**src/rtl/system_nios2_qsys_0_oci_dct_ctrl_if.sv**
```systemverilog
// ---------------------------------------------------------------------------
// system_nios2_qsys_0_oci_dct_ctrl_if
// Bundles the atom input and frame output handshakes of the DCT controller.
//   atom_valid  : an atom is presented this cycle
//   atom[1:0]   : compressed trace atom
//   frame_valid : the output frame register holds a frame
//   frame_ready : downstream writer accepts the frame
//   frame_data  : {2'b01, count[3:0], buffer[29:0]}
// master: surroundings (atom source + trace writer); slave: the controller.
// ---------------------------------------------------------------------------
interface system_nios2_qsys_0_oci_dct_ctrl_if;
   logic        atom_valid;
   logic [1:0]  atom;
   logic        frame_valid;
   logic        frame_ready;
   logic [35:0] frame_data;

   modport master (
      output atom_valid, atom, frame_ready,
      input  frame_valid, frame_data
   );

   modport slave (
      input  atom_valid, atom, frame_ready,
      output frame_valid, frame_data
   );
endinterface

```
**src/rtl/system_nios2_qsys_0_oci_dct_ctrl.sv**
```systemverilog
// ---------------------------------------------------------------------------
// system_nios2_qsys_0_oci_dct_ctrl
// Packs 2-bit trace atoms into a 30-bit buffer (newest atom in [1:0]) and
// emits the buffer as a 36-bit frame when it fills, on flush, on trace
// disable, or after TIMEOUT idle cycles with atoms pending.
// Ports:
//   clk, reset    : rising-edge clock, asynchronous active-high reset
//   trc_on        : trace enable; atoms ignored while low
//   flush_req     : one-cycle request to emit pending atoms
//   overflow_clr  : clears the sticky overflow flag (a set wins)
//   bus           : atom input + frame output handshakes (slave modport)
//   dct_buffer    : live packing buffer
//   dct_count     : atoms held in dct_buffer (0..15)
//   overflow      : sticky, set when an atom is dropped
// ---------------------------------------------------------------------------
module system_nios2_qsys_0_oci_dct_ctrl #(
   parameter int unsigned TIMEOUT = 64
) (
   input  logic                                     clk,
   input  logic                                     reset,
   input  logic                                     trc_on,
   input  logic                                     flush_req,
   input  logic                                     overflow_clr,
   system_nios2_qsys_0_oci_dct_ctrl_if.slave        bus,
   output logic [29:0]                              dct_buffer,
   output logic [3:0]                               dct_count,
   output logic                                     overflow
);

   localparam logic [7:0] IDLE_LIMIT = 8'(TIMEOUT - 1);

   logic [29:0] buffer_q;
   logic [3:0]  count_q;
   logic [7:0]  idle_q;
   logic        pending_q;
   logic        trc_q;
   logic        fall_q;
   logic        overflow_q;
   logic        frame_valid_q;
   logic [35:0] frame_data_q;

   logic        free;
   logic        arrive;
   logic        full;
   logic        accept;
   logic        wrap;
   logic        drop;
   logic [29:0] post_buffer;
   logic [3:0]  post_count;
   logic        trigger;
   logic        emit;
   logic        load;

   always_comb begin
      free        = !frame_valid_q || bus.frame_ready;
      arrive      = trc_on && bus.atom_valid;
      full        = (count_q == 4'd15);
      accept      = arrive && !full;
      // A full buffer meeting a free output register ships the 15 held atoms
      // and the arriving atom seeds the next buffer instead of being dropped.
      wrap        = arrive && full && free;
      drop        = arrive && full && !free;
      post_buffer = accept ? {buffer_q[27:0], bus.atom} : buffer_q;
      post_count  = accept ? count_q + 4'd1 : count_q;
      trigger     = (post_count == 4'd15) || flush_req || fall_q ||
                    (idle_q == IDLE_LIMIT) || pending_q;
      emit        = trigger && (post_count != 4'd0);
      load        = emit && free;
   end

   always_ff @(posedge clk or posedge reset) begin
      if (reset) begin
         buffer_q      <= '0;
         count_q       <= '0;
         idle_q        <= '0;
         pending_q     <= 1'b0;
         trc_q         <= 1'b0;
         fall_q        <= 1'b0;
         overflow_q    <= 1'b0;
         frame_valid_q <= 1'b0;
         frame_data_q  <= '0;
      end else begin
         // Falling trc_on is registered so its flush lands one edge later.
         trc_q  <= trc_on;
         fall_q <= trc_q && !trc_on;

         if (load) begin
            frame_data_q  <= {2'b01, post_count, post_buffer};
            frame_valid_q <= 1'b1;
            pending_q     <= 1'b0;
            buffer_q      <= wrap ? {28'd0, bus.atom} : '0;
            count_q       <= wrap ? 4'd1 : 4'd0;
         end else begin
            if (bus.frame_ready) begin
               frame_valid_q <= 1'b0;
            end
            if (emit) begin
               pending_q <= 1'b1;
            end
            buffer_q <= post_buffer;
            count_q  <= post_count;
         end

         if (drop) begin
            overflow_q <= 1'b1;
         end else if (overflow_clr) begin
            overflow_q <= 1'b0;
         end

         // Saturating so a long busy stall cannot wrap back onto the limit.
         if (accept || load) begin
            idle_q <= '0;
         end else if (trc_on && (count_q != 4'd0) && !bus.atom_valid &&
                      (idle_q != 8'hFF)) begin
            idle_q <= idle_q + 8'd1;
         end
      end
   end

   assign bus.frame_valid = frame_valid_q;
   assign bus.frame_data  = frame_data_q;
   assign dct_buffer      = buffer_q;
   assign dct_count       = count_q;
   assign overflow        = overflow_q;

endmodule
```
**src/flat_wrapper.sv**
```systemverilog
// flat-port wrapper written by rule: the top's interface ports become plain ports
module system_nios2_qsys_0_oci_dct_ctrl_flat 
#(
   parameter int unsigned TIMEOUT = 64
)
  (clk, reset, trc_on, flush_req, overflow_clr, dct_buffer, dct_count, overflow, bus_atom_valid, bus_atom, bus_frame_ready, bus_frame_valid, bus_frame_data);
  system_nios2_qsys_0_oci_dct_ctrl_if bus_i ();
  input  logic clk;
  input  logic reset;
  input  logic trc_on;
  input  logic flush_req;
  input  logic overflow_clr;
  output logic [29:0] dct_buffer;
  output logic [3:0] dct_count;
  output logic overflow;
  input wire logic [$bits(bus_i.atom_valid)-1:0] bus_atom_valid;
  input wire logic [$bits(bus_i.atom)-1:0] bus_atom;
  input wire logic [$bits(bus_i.frame_ready)-1:0] bus_frame_ready;
  output wire logic [$bits(bus_i.frame_valid)-1:0] bus_frame_valid;
  output wire logic [$bits(bus_i.frame_data)-1:0] bus_frame_data;
  assign bus_i.atom_valid = bus_atom_valid;
  assign bus_i.atom = bus_atom;
  assign bus_i.frame_ready = bus_frame_ready;
  assign bus_frame_valid = bus_i.frame_valid;
  assign bus_frame_data = bus_i.frame_data;
  system_nios2_qsys_0_oci_dct_ctrl #(.TIMEOUT(TIMEOUT)) u_core (.clk(clk), .reset(reset), .trc_on(trc_on), .flush_req(flush_req), .overflow_clr(overflow_clr), .bus(bus_i), .dct_buffer(dct_buffer), .dct_count(dct_count), .overflow(overflow));
endmodule
```
**config.mk**
```make
export PLATFORM = sky130hd
export DESIGN_NAME = system_nios2_qsys_0_oci_dct_ctrl_flat
export DESIGN_NICKNAME = d
export VERILOG_FILES = /design/src/rtl/system_nios2_qsys_0_oci_dct_ctrl_if.sv /design/src/rtl/system_nios2_qsys_0_oci_dct_ctrl.sv /design/src/flat_wrapper.sv
export SDC_FILE = /design/constraint.sdc
export NUM_CORES = 1
export LEC_CHECK = 0
export CAP_MARGIN = 20
export CORE_ASPECT_RATIO = 1.75
export CORE_MARGIN = 4
export CORE_UTILIZATION = 70
export CTS_BUF_LIST = sky130_fd_sc_hd__clkbuf_4
export DETAILED_ROUTE_END_ITERATION = 12
export DONT_BUFFER_PORTS = 1
export MAX_ROUTING_LAYER = met4
export PLACE_DENSITY_LB_ADDON = 0.1
export SETUP_SLACK_MARGIN = 0.1
export SLEW_MARGIN = 10
export SYNTH_ARGS = -nofsm -noshare
export SYNTH_HDL_FRONTEND = slang
export SYNTH_SLANG_ARGS = --single-unit
```
**constraint.sdc**
```tcl
create_clock -name clk -period 7.9 [get_ports clk]
set_clock_uncertainty 0.2 [all_clocks]
set_input_delay 1.58 -clock clk [delete_from_list [all_inputs] [get_ports clk]]
set_output_delay 1.58 -clock clk [all_outputs]
set_load 0.02 [all_outputs]
```
==> results.sh <==
export IMPL_ys_types=44
export IMPL_drive_gt1_frac=0.243
export IMPL_setup_tns_ps=0
export IMPL_synth_area_mm2=0.00371
export IMPL_clockBufferDepth=2
export IMPL_worstSkewPairLatency_ps=430
export IMPL_syn_num_nets=308
export IMPL_grt_pass1_wl_um=12800
export IMPL_timing_final_max_slew_violations=0
export IMPL_slew_headroom=0.387
export IMPL_ctsHoldBuffers=0
export IMPL_synth_warnings=0
export IMPL_cts_buffers=9
export IMPL_dp_hpwl_um=5070
export IMPL_io_buffer_count=0
export IMPL_ant_nets=0
export IMPL_via_per_inst=6.57
export IMPL_dieWidth_um=63.0
export IMPL_final_common_cell="dfrtp_1"
export IMPL_grt_overflow=0
export IMPL_drc=0
export IMPL_p_int_uw=748
export IMPL_p_seq_frac=0.519
export IMPL_synthAdderAreaFrac=0.0101
export IMPL_swShare=0.386
export IMPL_ios=81
export IMPL_root_buffer="clkbuf_4"
export IMPL_crit_path_cell_trace="and2_1 > a31oi_2 > o21ai_2 > a211o_4 > nand2_8 > mux2_2"
export IMPL_postSynthAreaPerCell_um2=12.5
export IMPL_ir_worst_vdd_mv=0.201
export IMPL_cts_sinks=82
export IMPL_status="finished clean"
export IMPL_vias=2327
export IMPL_comb_power_share=0.255
export IMPL_cts_resized=0
export IMPL_hold_violations=0
export IMPL_cts_tree="done"
export IMPL_drt_iter0_drc=103
export IMPL_rsz0062_at_grt="no"
export IMPL_post_route_period_util=0.431
export IMPL_yosys_area_share_simple=0.127
export IMPL_seq_area_frac_synth=0.553
export IMPL_synthXorXnorAreaFrac=0.0189
export IMPL_tightestPinTransition_ps=916
export IMPL_fin_crit_ps=3410
export IMPL_hold_ws_ps=278
export IMPL_cp_arrival_ps=3540
export IMPL_p_switching_uw=470
export IMPL_worstHoldPathType="flip-flop to flip-flop"
export IMPL_grt_max_degree=83
export IMPL_cts_max_level=3
export IMPL_grt_antenna_before_repair=0
export IMPL_dieArea_mm2=0.00657
export IMPL_cts_setup_buffers=0
export IMPL_maxCapViolations=0
export IMPL_coreArea_mm2=0.00506
export IMPL_area_growth_pct=4.86
export IMPL_fmax_ghz=0.294
export IMPL_p_leak_nw=1.97
export IMPL_start_util=0.732
export IMPL_endpoint_kind="flip-flop"
export IMPL_antenna_cells=0
export IMPL_synthCells=296
export IMPL_dr_pass1_iters=4
export IMPL_synthMuxAreaShare=0.179
export IMPL_crit_path_max_incr_delay_ps=520
export IMPL_track_usage=0.260
export IMPL_power_mw=1.22
export IMPL_ys_ff_latch=82
export IMPL_synth_top_family_by_area="multiplexers"
export IMPL_clkTransAtPathRegs_ps=130
export IMPL_crit_type="input port to flip-flop"
export IMPL_wl_per_cell_um=21.9
export IMPL_die_height_um=104
export IMPL_synth_edf_count=0
export IMPL_gp_congestion=0.812
export IMPL_synthArstFlopShare=1.00
export IMPL_num_rows=34
export IMPL_ys_flop_type="dfrtp_1"
export IMPL_cp_slowest_cell="a211o_4"
export IMPL_required_ps=8030
export IMPL_wl_um=7740
export IMPL_synth_compound_area_frac=0.0776
export IMPL_crit_fanout=45
export IMPL_grt_pass1_vias=2428
export IMPL_p_clk_frac=0.226
export IMPL_setup_viol=0
export IMPL_final_cell_mix="dfrtp_1 (82), mux2_2 (27), nor2_1 (24)"
export IMPL_p_per_area_mw_per_mm2=313
export IMPL_critPathLaunchType="input port"
export IMPL_final_nets=307
==> worst max-delay path: cells and delay by family <==
family	cells	cell delay [ps]
AO/OA/AOI/OAI	3	980
multiplexers	1	380
AND/OR/NAND/NOR	2	530
==> synthesized netlist by cell type, types with 2 or more instances <==
cell type	number	share of area
dfrtp_1	82	0.55
mux2_2	27	0.082
nor2_1	24	0.024
and3_1	20	0.034
mux2_4	16	0.065
nand2_1	14	0.014
a21oi_1	12	0.016
mux2i_1	12	0.032
a22oi_1	11	0.022
nand3_1	9	0.012
clkbuf_1	8	0.0081
inv_1	6	0.0061
xor2_1	5	0.012
nand4_1	4	0.0067
o21ai_0	4	0.0054
buf_2	3	0.0040
ha_1	3	0.010
nand2b_1	3	0.0051
nor2b_1	3	0.0051
xnor2_1	3	0.0071
a31oi_1	2	0.0034
buf_8	2	0.0081
nand2_8	2	0.011
==> path summary, 6_finish.rpt <==
| check | slack (ps) | cells past startpoint | start | to |
|---|---|---|---|---|
| max | 4490 | 6 | trc_on | u_core.bus.frame_data[30]$_DFFE_PP0P_ |
| min reg2reg | 280 | 1 | u_core.trc_q$_DFF_PP0_ | u_core.fall_q$_DFF_PP0_ |
| min in group asynchronous | 780 | 2 | reset | u_core.bus.frame_data[16]$_DFFE_PP0P_ |
| max reg2reg | 4770 | 7 | u_core.dct_count[0]$_DFF_PP0_ | u_core.bus.frame_data[30]$_DFFE_PP0P_ |
| min | 280 | 1 | u_core.trc_q$_DFF_PP0_ | u_core.fall_q$_DFF_PP0_ |
| max in group asynchronous | 6130 | 3 | reset | u_core.dct_count[3]$_DFF_PP0_ |
==> power by group through the flow <==
stage	clock network (mW)	registers, mW	logic [mW]
2_1_floorplan	0	0.616	0.277
3_3_place_gp	0	0.640	0.299
3_5_place_dp	0	0.642	0.308
4_1_cts	0.279	0.634	0.312
5_1_grt	0.300	0.643	0.342
6_report	0.275	0.632	0.310
==> kinds of logic after synthesis <==
logic type / count (synthesis)
adder cells (fa/ha/maj): 3
multiplexers: 55
AND/OR/NAND/NOR: 86
AO/OA/AOI/OAI: 39
XOR/XNOR: 8
other: 1
buffers and inverters: 22
flip-flops: 82
==> routing by layer <==
metal,global-route usage,share of wire,vias to the layer above
met1,0.308,0.38,1189
met4,0.131,0.024,0
met2,0.406,0.53,69
met3,0.0681,0.064,17
met5,-,0,-
li1,-,-,1052
==> registers in the layout (all words and copies together) (netlist names) <==
| register | count |
|---|---|
| u_core.trc_q | 1 |
| u_core.fall_q | 1 |
| u_core.pending_q | 1 |
| u_core.dct_count | 4 |
| u_core.bus.frame_data | 35 |
| u_core.idle_q | 8 |
| u_core.dct_buffer | 30 |
| u_core.bus.frame_valid | 1 |
| u_core.overflow | 1 |
==> metrics by stage <==
step	cell area [um^2]	instances	util	setup slack [ps]
2_1_floorplan	3710	296	-	4010
3_3_place_gp	3700	337	0.731	4120
3_5_place_dp	3700	337	0.731	4050
4_1_cts	3860	353	0.762	4540
5_1_grt	3890	354	0.768	4460
6_report	3890	354	0.768	4490
==> area by class of cell <==
class | instances | area [um^2]
fillers | 321 | 1170
flip-flops and latches | 82 | 2050
well taps | 54 | 67.6
inverters | 7 | 27.5
clock inverters | 7 | 92.6
repair buffers | 3 | 42.5
clock buffers | 9 | 67.6
multi-input cells | 192 | 1540
(Power assumes the default switching activity.)
